<file path="src/rtl/seg7_pkg.sv">
// Shared constants and types for the 8-digit seven-segment scan driver.
package seg7_pkg;

  localparam int         NUM_DIGITS = 8;
  localparam logic [7:0] AN_OFF     = 8'hFF;
  localparam logic [6:0] SEG_OFF    = 7'h7F;

  // Active-low segment patterns, bit order {CA,CB,CC,CD,CE,CF,CG}.
  localparam logic [6:0] HEX_SEG [16] = '{
    7'b0000001, 7'b1001111, 7'b0010010, 7'b0000110,
    7'b1001100, 7'b0100100, 7'b0100000, 7'b0001111,
    7'b0000000, 7'b0000100, 7'b0001000, 7'b1100000,
    7'b0110001, 7'b1000010, 7'b0110000, 7'b0111000
  };

  // One complete display image: hex word, decimal points, digit enables.
  typedef struct packed {
    logic [31:0] data;
    logic [7:0]  dp;
    logic [7:0]  en;
  } disp_cfg_t;

endpackage

</file>
<file path="src/rtl/hex_to_seg7.sv">
// Combinational hex nibble to active-low seven-segment decoder.
module hex_to_seg7
  import seg7_pkg::*;
(
  input  logic [3:0] hex,
  output logic [6:0] seg
);

  // Table lookup; ordering is {CA..CG}, low = lit.
  always_comb begin
    seg = HEX_SEG[hex];
  end

endmodule

</file>
<file path="src/rtl/seg7_scan_driver.sv">
// Time-multiplexed 8-digit common-anode seven-segment driver with
// tear-free (frame-boundary) updates and a blanking window per slot.
module seg7_scan_driver
  import seg7_pkg::*;
#(
  parameter int TICK_DIV  = 100000,
  parameter int BLANK_CYC = 2
) (
  input  logic        CLK,
  input  logic        RST,
  input  logic [31:0] DATA,
  input  logic [7:0]  DP_IN,
  input  logic [7:0]  EN,
  input  logic        LOAD,
  output logic        PENDING,
  output logic        CA,
  output logic        CB,
  output logic        CC,
  output logic        CD,
  output logic        CE,
  output logic        CF,
  output logic        CG,
  output logic        DP,
  output logic [7:0]  AN
);

  localparam int                CNT_W     = $clog2(TICK_DIV);
  localparam int                IDX_W     = $clog2(NUM_DIGITS);
  localparam logic [CNT_W-1:0]  CNT_LAST  = CNT_W'(TICK_DIV - 1);
  localparam logic [CNT_W-1:0]  BLANK_END = CNT_W'(BLANK_CYC);
  localparam logic [IDX_W-1:0]  IDX_LAST  = IDX_W'(NUM_DIGITS - 1);

  logic [CNT_W-1:0] cnt_q, cnt_d;
  logic [IDX_W-1:0] idx_q, idx_d;
  disp_cfg_t        shadow_q, shadow_d;
  disp_cfg_t        disp_q, disp_d;
  logic             pending_q, pending_d;
  logic [7:0]       an_q, an_d;
  logic [6:0]       seg_q, seg_d;
  logic             dp_q, dp_d;

  logic             slot_end;
  logic             frame_end;
  logic [3:0]       nibble;
  logic [6:0]       dec_seg;
  logic             blank;

  assign slot_end  = (cnt_q == CNT_LAST);
  assign frame_end = slot_end && (idx_q == IDX_LAST);

  // Select the nibble of the digit currently being scanned.
  always_comb begin
    nibble = disp_q.data[{idx_q, 2'b00} +: 4];
  end

  hex_to_seg7 u_dec (
    .hex (nibble),
    .seg (dec_seg)
  );

  // Scan counters: cnt runs every cycle, idx advances at each slot end.
  always_comb begin
    cnt_d = slot_end ? '0 : cnt_q + 1'b1;
    idx_d = idx_q;
    if (slot_end) idx_d = (idx_q == IDX_LAST) ? '0 : idx_q + 1'b1;
  end

  // Shadow/display handoff: the apply at a frame boundary uses the shadow
  // as it was before that cycle, so a LOAD on the same cycle stays pending.
  always_comb begin
    shadow_d  = shadow_q;
    disp_d    = disp_q;
    pending_d = pending_q;
    if (frame_end && pending_q) begin
      disp_d    = shadow_q;
      pending_d = 1'b0;
    end
    if (LOAD) begin
      shadow_d  = '{data: DATA, dp: DP_IN, en: EN};
      pending_d = 1'b1;
    end
  end

  // Pin values for the current (cnt, idx); registered below.
  always_comb begin
    blank = (cnt_q < BLANK_END) || !disp_q.en[idx_q];
    an_d  = AN_OFF;
    seg_d = SEG_OFF;
    dp_d  = 1'b1;
    if (!blank) begin
      an_d  = ~(8'b1 << idx_q);
      seg_d = dec_seg;
      dp_d  = ~disp_q.dp[idx_q];
    end
  end

  // State and output registers with synchronous reset; reset drops any
  // pending update and leaves the display dark.
  always_ff @(posedge CLK) begin
    if (RST) begin
      cnt_q     <= '0;
      idx_q     <= '0;
      shadow_q  <= '0;
      disp_q    <= '0;
      pending_q <= 1'b0;
      an_q      <= AN_OFF;
      seg_q     <= SEG_OFF;
      dp_q      <= 1'b1;
    end else begin
      cnt_q     <= cnt_d;
      idx_q     <= idx_d;
      shadow_q  <= shadow_d;
      disp_q    <= disp_d;
      pending_q <= pending_d;
      an_q      <= an_d;
      seg_q     <= seg_d;
      dp_q      <= dp_d;
    end
  end

  assign PENDING = pending_q;
  assign AN      = an_q;
  assign DP      = dp_q;
  assign CA      = seg_q[6];
  assign CB      = seg_q[5];
  assign CC      = seg_q[4];
  assign CD      = seg_q[3];
  assign CE      = seg_q[2];
  assign CF      = seg_q[1];
  assign CG      = seg_q[0];

endmodule

</file>
<file path="config.mk">
export PLATFORM = sky130hd
export DESIGN_NAME = seg7_scan_driver
export DESIGN_NICKNAME = d
export VERILOG_FILES = /design/src/rtl/seg7_pkg.sv /design/src/rtl/hex_to_seg7.sv /design/src/rtl/seg7_scan_driver.sv
export SDC_FILE = /design/constraint.sdc
export NUM_CORES = 1
export LEC_CHECK = 0
export BUFFER_PORTS_ARGS = -buffer_cell sky130_fd_sc_hd__buf_2
export CORE_UTILIZATION = 30
export CTS_CLUSTER_SIZE = 28
export DETAILED_ROUTE_END_ITERATION = 8
export GPL_TIMING_DRIVEN = 0
export PLACE_DENSITY = 0.48
export SYNTH_ARGS = -nofsm -noshare
export SYNTH_HDL_FRONTEND = slang
export SYNTH_SLANG_ARGS = --single-unit
</file>
<file path="constraint.sdc">
create_clock -name CLK -period 2.5 [get_ports CLK]
set_input_delay 0.25 -clock CLK [delete_from_list [all_inputs] [get_ports CLK]]
set_output_delay 0.25 -clock CLK [all_outputs]
set_load 0.005 [all_outputs]
</file>
==> flow_summary_export.csv <==
group,metric,value,unit
layout,antenna_diode_count,0,
synthesis,synth_area,5480,um^2
layout,filler_cell_count,1811,
clock_network,number_of_levels_the_h_tree_was_split_into,4,
synthesis,avgSynthCellArea,9.63,um^2
synthesis,synth_compound_gate_area_share,0.0801,
power,power.total,5.05,mW
sta,grt_setup_unrepaired,"false",
worst_hold_path,min-delay-path-class,"in2reg",
setup_path,critical_path_buf_inv_count,2,
setup_path,critical_path_data_arrival_time,2620,ps
clock_network,clkTransAtPathRegs,60,ps
global_route,grt_pass1_vias,3989,
sta,slew-limit-headroom,0.484,
setup_path,cp_slowest_stage_delay,500,ps
drt,first_drt_pass_iteration_count,4,
floorplan,dieHeight,137,um
run_status,result_of_the_run,"completed",
clock_network,cts_tree,"yes",
sta,share_of_the_cycle_needed_by_the_critical_path_after_routing,0.952,
clock_network,tritoncts.num_buffers,17,
power,relative_contribution_of_combinational_cells_to_total_power,0.038,
synthesis,post_synth_and_or_nand_nor_area_fraction,0.185,
floorplan,die-area,18800,um^2
sta,max_clk_rate,420,MHz
synthesis,synth_adder_area_share,0.0297,
power,irDropWorstVdd,0.000480,V
floorplan,floorplan.die.width,137,um
placement,post-place-ws,-108,ps
synthesis,synth_seq_cells,133,
worst_hold_path,worst_hold_path_ep,"shadow_q[21]",
drt,postRouteAntennaNets,0,
synthesis,synth_async_sr_flop_share,0,
placement,detailed_place_hpwl,9.13,mm
setup_path,critical_path.startpoint_type,"flop",
synthesis,synthXorXnorAreaFrac,0.0240,
floorplan,coreArea,18000,um^2
setup_path,critPathTopFamily,"multiplexers",
layout,final_nets,720,
setup_path,critical_path.slowest_cell,"sky130_fd_sc_hd__dfxtp_1",
setup_path,critical_path.reg2reg.startpoint,"idx_q[1]",
drt,drc,0,
setup_path,critical_path_required,2740,ps
clock_network,clock-sinks,133,
power,clock_power_share,0.525,
sta,max_slew.worst_pin.slew,774,ps
drt,avg_vias_per_cell,4.54,
setup_path,peak_fanout_along_the_critical_path,10,
floorplan,initial_core_util,0.305,
power,powerDensity,745,nW/um^2
power,p_seq_frac,0.437,
synthesis,synth-main-ff-cell,"sky130_fd_sc_hd__dfxtp_1",
global_route,antenna_found_initial,0,
setup_path,r2r.worst_path.cells,8,
clock_network,cts_root_buf,"sky130_fd_sc_hd__clkbuf_16",
synthesis,synthesis.yosys.warnings,0,
placement,io_buffer_count,66,
setup_path,ff2ff_setup_slack,120,ps
worst_hold_path,hold_path_origin,"DATA[5]",
clock_network,hold_buffers,0,
setup_path,r2r-end,"seg_q[1]",
setup_path,setup.worst_path.end_class,"flop",
power,internal_power,3.94,mW
power,switching_share,0.220,
setup_path,worstSetupPathType,"reg2reg",
sta,final.setup_skew,10.2,ps
global_route,grt_max_degree,17,
drt,post_dr_wirelength_cell,13.8,um
clock_network,clk_latency,420,ps
global_route,grt_first_pass_wirelength,19.6,mm
layout,areaGrowthSynthToFinish,23.6,%
drt,route.final.wire_length,12.4,mm
drt,number_of_vias_in_the_routed_layout,4074,
synthesis,post_synthesis_net_count,633,
floorplan,top_level_ports,68,
drt,dr.first_iter.drc_count,146,
power,power_switching,1.11,mW
global_route,total_gr_overflow,0,
synthesis,synth_enable_flop_cells,0,
clock_network,clk_path_buf_depth,2,
synthesis,yosysSeqAreaShare,0.486,
sta,report.final.setup_viol,0,
floorplan,site_row_count,49,
worst_hold_path,hold_path_cells,3,
power,cellLeakagePower,2.63,nW
sta,report.final.hold_viol_count,0,
synthesis,synth_top_family_by_area,"simple AND/OR/NAND/NOR gates",
sta,fin_ws,120,ps
global_route,grt_usage,0.139,
placement,final_replace_weighted_congestion,0.821,
layout,layout_cell_share_with_drive_strength_beyond_1,0.269,
sta,final-max-slew-violation-count,0,
synthesis,ys_types,42,
job,cap_violations,0,
synthesis,synthMuxAreaShare,0.148,
setup_path,crit_chain,"clkbuf_4, mux4_2, mux2_4, ha_1, inv_1, nor2_1, a21oi_1, o221ai_1",
synthesis,synthCells,569,
sta,timing.final.crit_period,2380,ps
[routing by layer]
metal	up-vias	part of all wire	GRT usage
met4	0	0.014	0.0537
li1	2088	-	-
met3	12	0.038	0.0368
met1	1906	0.48	0.173
met2	68	0.47	0.230
met5	-	0	0
[repair_timing]
action / CTS / global route
gates resized for setup: 4 / 6
endpoints found under the setup margin: 4 / 38
setup buffers: 0 / 2
[synth_stat cells (7+ instances only)]
cell type	instances	area (um^2)
sky130_fd_sc_hd__a21oi_1	35	175
sky130_fd_sc_hd__a21oi_2	20	175
sky130_fd_sc_hd__buf_2	11	55.1
sky130_fd_sc_hd__clkbuf_1	18	67.6
sky130_fd_sc_hd__dfxtp_1	133	2660
sky130_fd_sc_hd__ha_1	13	163
sky130_fd_sc_hd__inv_1	9	33.8
sky130_fd_sc_hd__mux2i_1	52	521
sky130_fd_sc_hd__mux4_2	12	270
sky130_fd_sc_hd__nand2_1	95	357
sky130_fd_sc_hd__nand2_2	20	125
sky130_fd_sc_hd__nand3_1	11	55.1
sky130_fd_sc_hd__nor2_1	73	274
sky130_fd_sc_hd__xnor2_1	8	70.1
sky130_fd_sc_hd__xor2_1	7	61.3
[layout make-up]
| class | count | area (um^2) | share of cell area |
|---|---|---|---|
| buffer | 37 | 236 | 0.0349 |
| clock buffer | 17 | 425 | 0.0628 |
| clock inverter | 15 | 205 | 0.0303 |
| inverter | 10 | 37.5 | 0.00554 |
| multi-input combinational | 389 | 2580 | 0.380 |
| sequential | 133 | 2660 | 0.393 |
| tap | 229 | 287 | 0.0423 |
| timing repair buffer | 68 | 345 | 0.0510 |
[state kept, by name, indices dropped and copies added, names as in the netlist]
name	cells
AN	8
seg_q	7
idx_q	3
cnt_q	17
DP	1
shadow_q	48
PENDING	1
disp_q	48
[through the flow]
step	utilization	cells	cell area, um^2	hold slack (ps)	setup TNS [ps]
4_1_cts	0.375	896	6740	49.3	0
3_3_place_gp	0.339	864	6100	429	-155
5_1_grt	0.377	898	6780	61.8	0
2_1_floorplan	-	569	5480	397	0
3_5_place_dp	0.339	864	6100	443	-218
6_report	0.377	898	6780	62.5	0
[worst reg2reg max path: cells and delay by family (launching register included)]
family	cells	cell delay, ps
AND/OR/NAND/NOR	1	60
flip-flops	1	500
multiplexers	2	690
adder cells (fa/ha/maj)	1	250
buffers and inverters	2	410
AO/OA/AOI/OAI	2	290
[placed cells by master, fill, tap and decap left out, drive strengths merged, types with 4 or more instances in the layout]
master | Yosys | final
nand3 | 11 | 11
nor3 | 5 | 5
mux2i | 52 | 52
and2 | 5 | 5
xor2 | 7 | 7
inv | 10 | 12
ha | 13 | 13
clkbuf | 18 | 36
a21oi | 55 | 55
bufinv | 0 | 4
nand2 | 115 | 115
nand4 | 5 | 5
mux4 | 12 | 12
nor2 | 73 | 73
clkinv | 0 | 6
xnor2 | 8 | 8
buf | 19 | 86
dfxtp | 133 | 133
[worst max path at each step]
stage | start | end | slack (ps) | depth (start not counted)
6_report | idx_q[1] | seg_q[1] | 120 | 8
5_1_grt | idx_q[0] | seg_q[3] | 0.03 | 8
4_1_cts | idx_q[1] | seg_q[3] | 3 | 7
3_5_place_dp | idx_q[0] | seg_q[3] | -110 | 8
3_3_place_gp | idx_q[0] | seg_q[3] | -80 | 8
2_1_floorplan | idx_q[0] | seg_q[3] | 240 | 8
[power by group through the flow]
stage                     registers [mW]  clock network, mW  logic, mW
after detailed placement            2.25                  0      0.198
after floorplan                     2.24                  0      0.124
after global placement              2.25                  0      0.192
after global routing                2.21               2.79      0.216
after CTS                           2.21               2.70      0.198
final                               2.20               2.65      0.193
[kinds of logic (layout without fill, tap and decap cells)]
kind of cell,count (synthesis),count (layout)
flip-flops,133,133
AO/OA/AOI/OAI,67,67
AND/OR/NAND/NOR,228,228
multiplexers,66,66
adder cells (fa/ha/maj),13,13
XOR/XNOR,15,15
buffers and inverters,47,147
No activity file was read; power rests on OpenSTA's default activity.
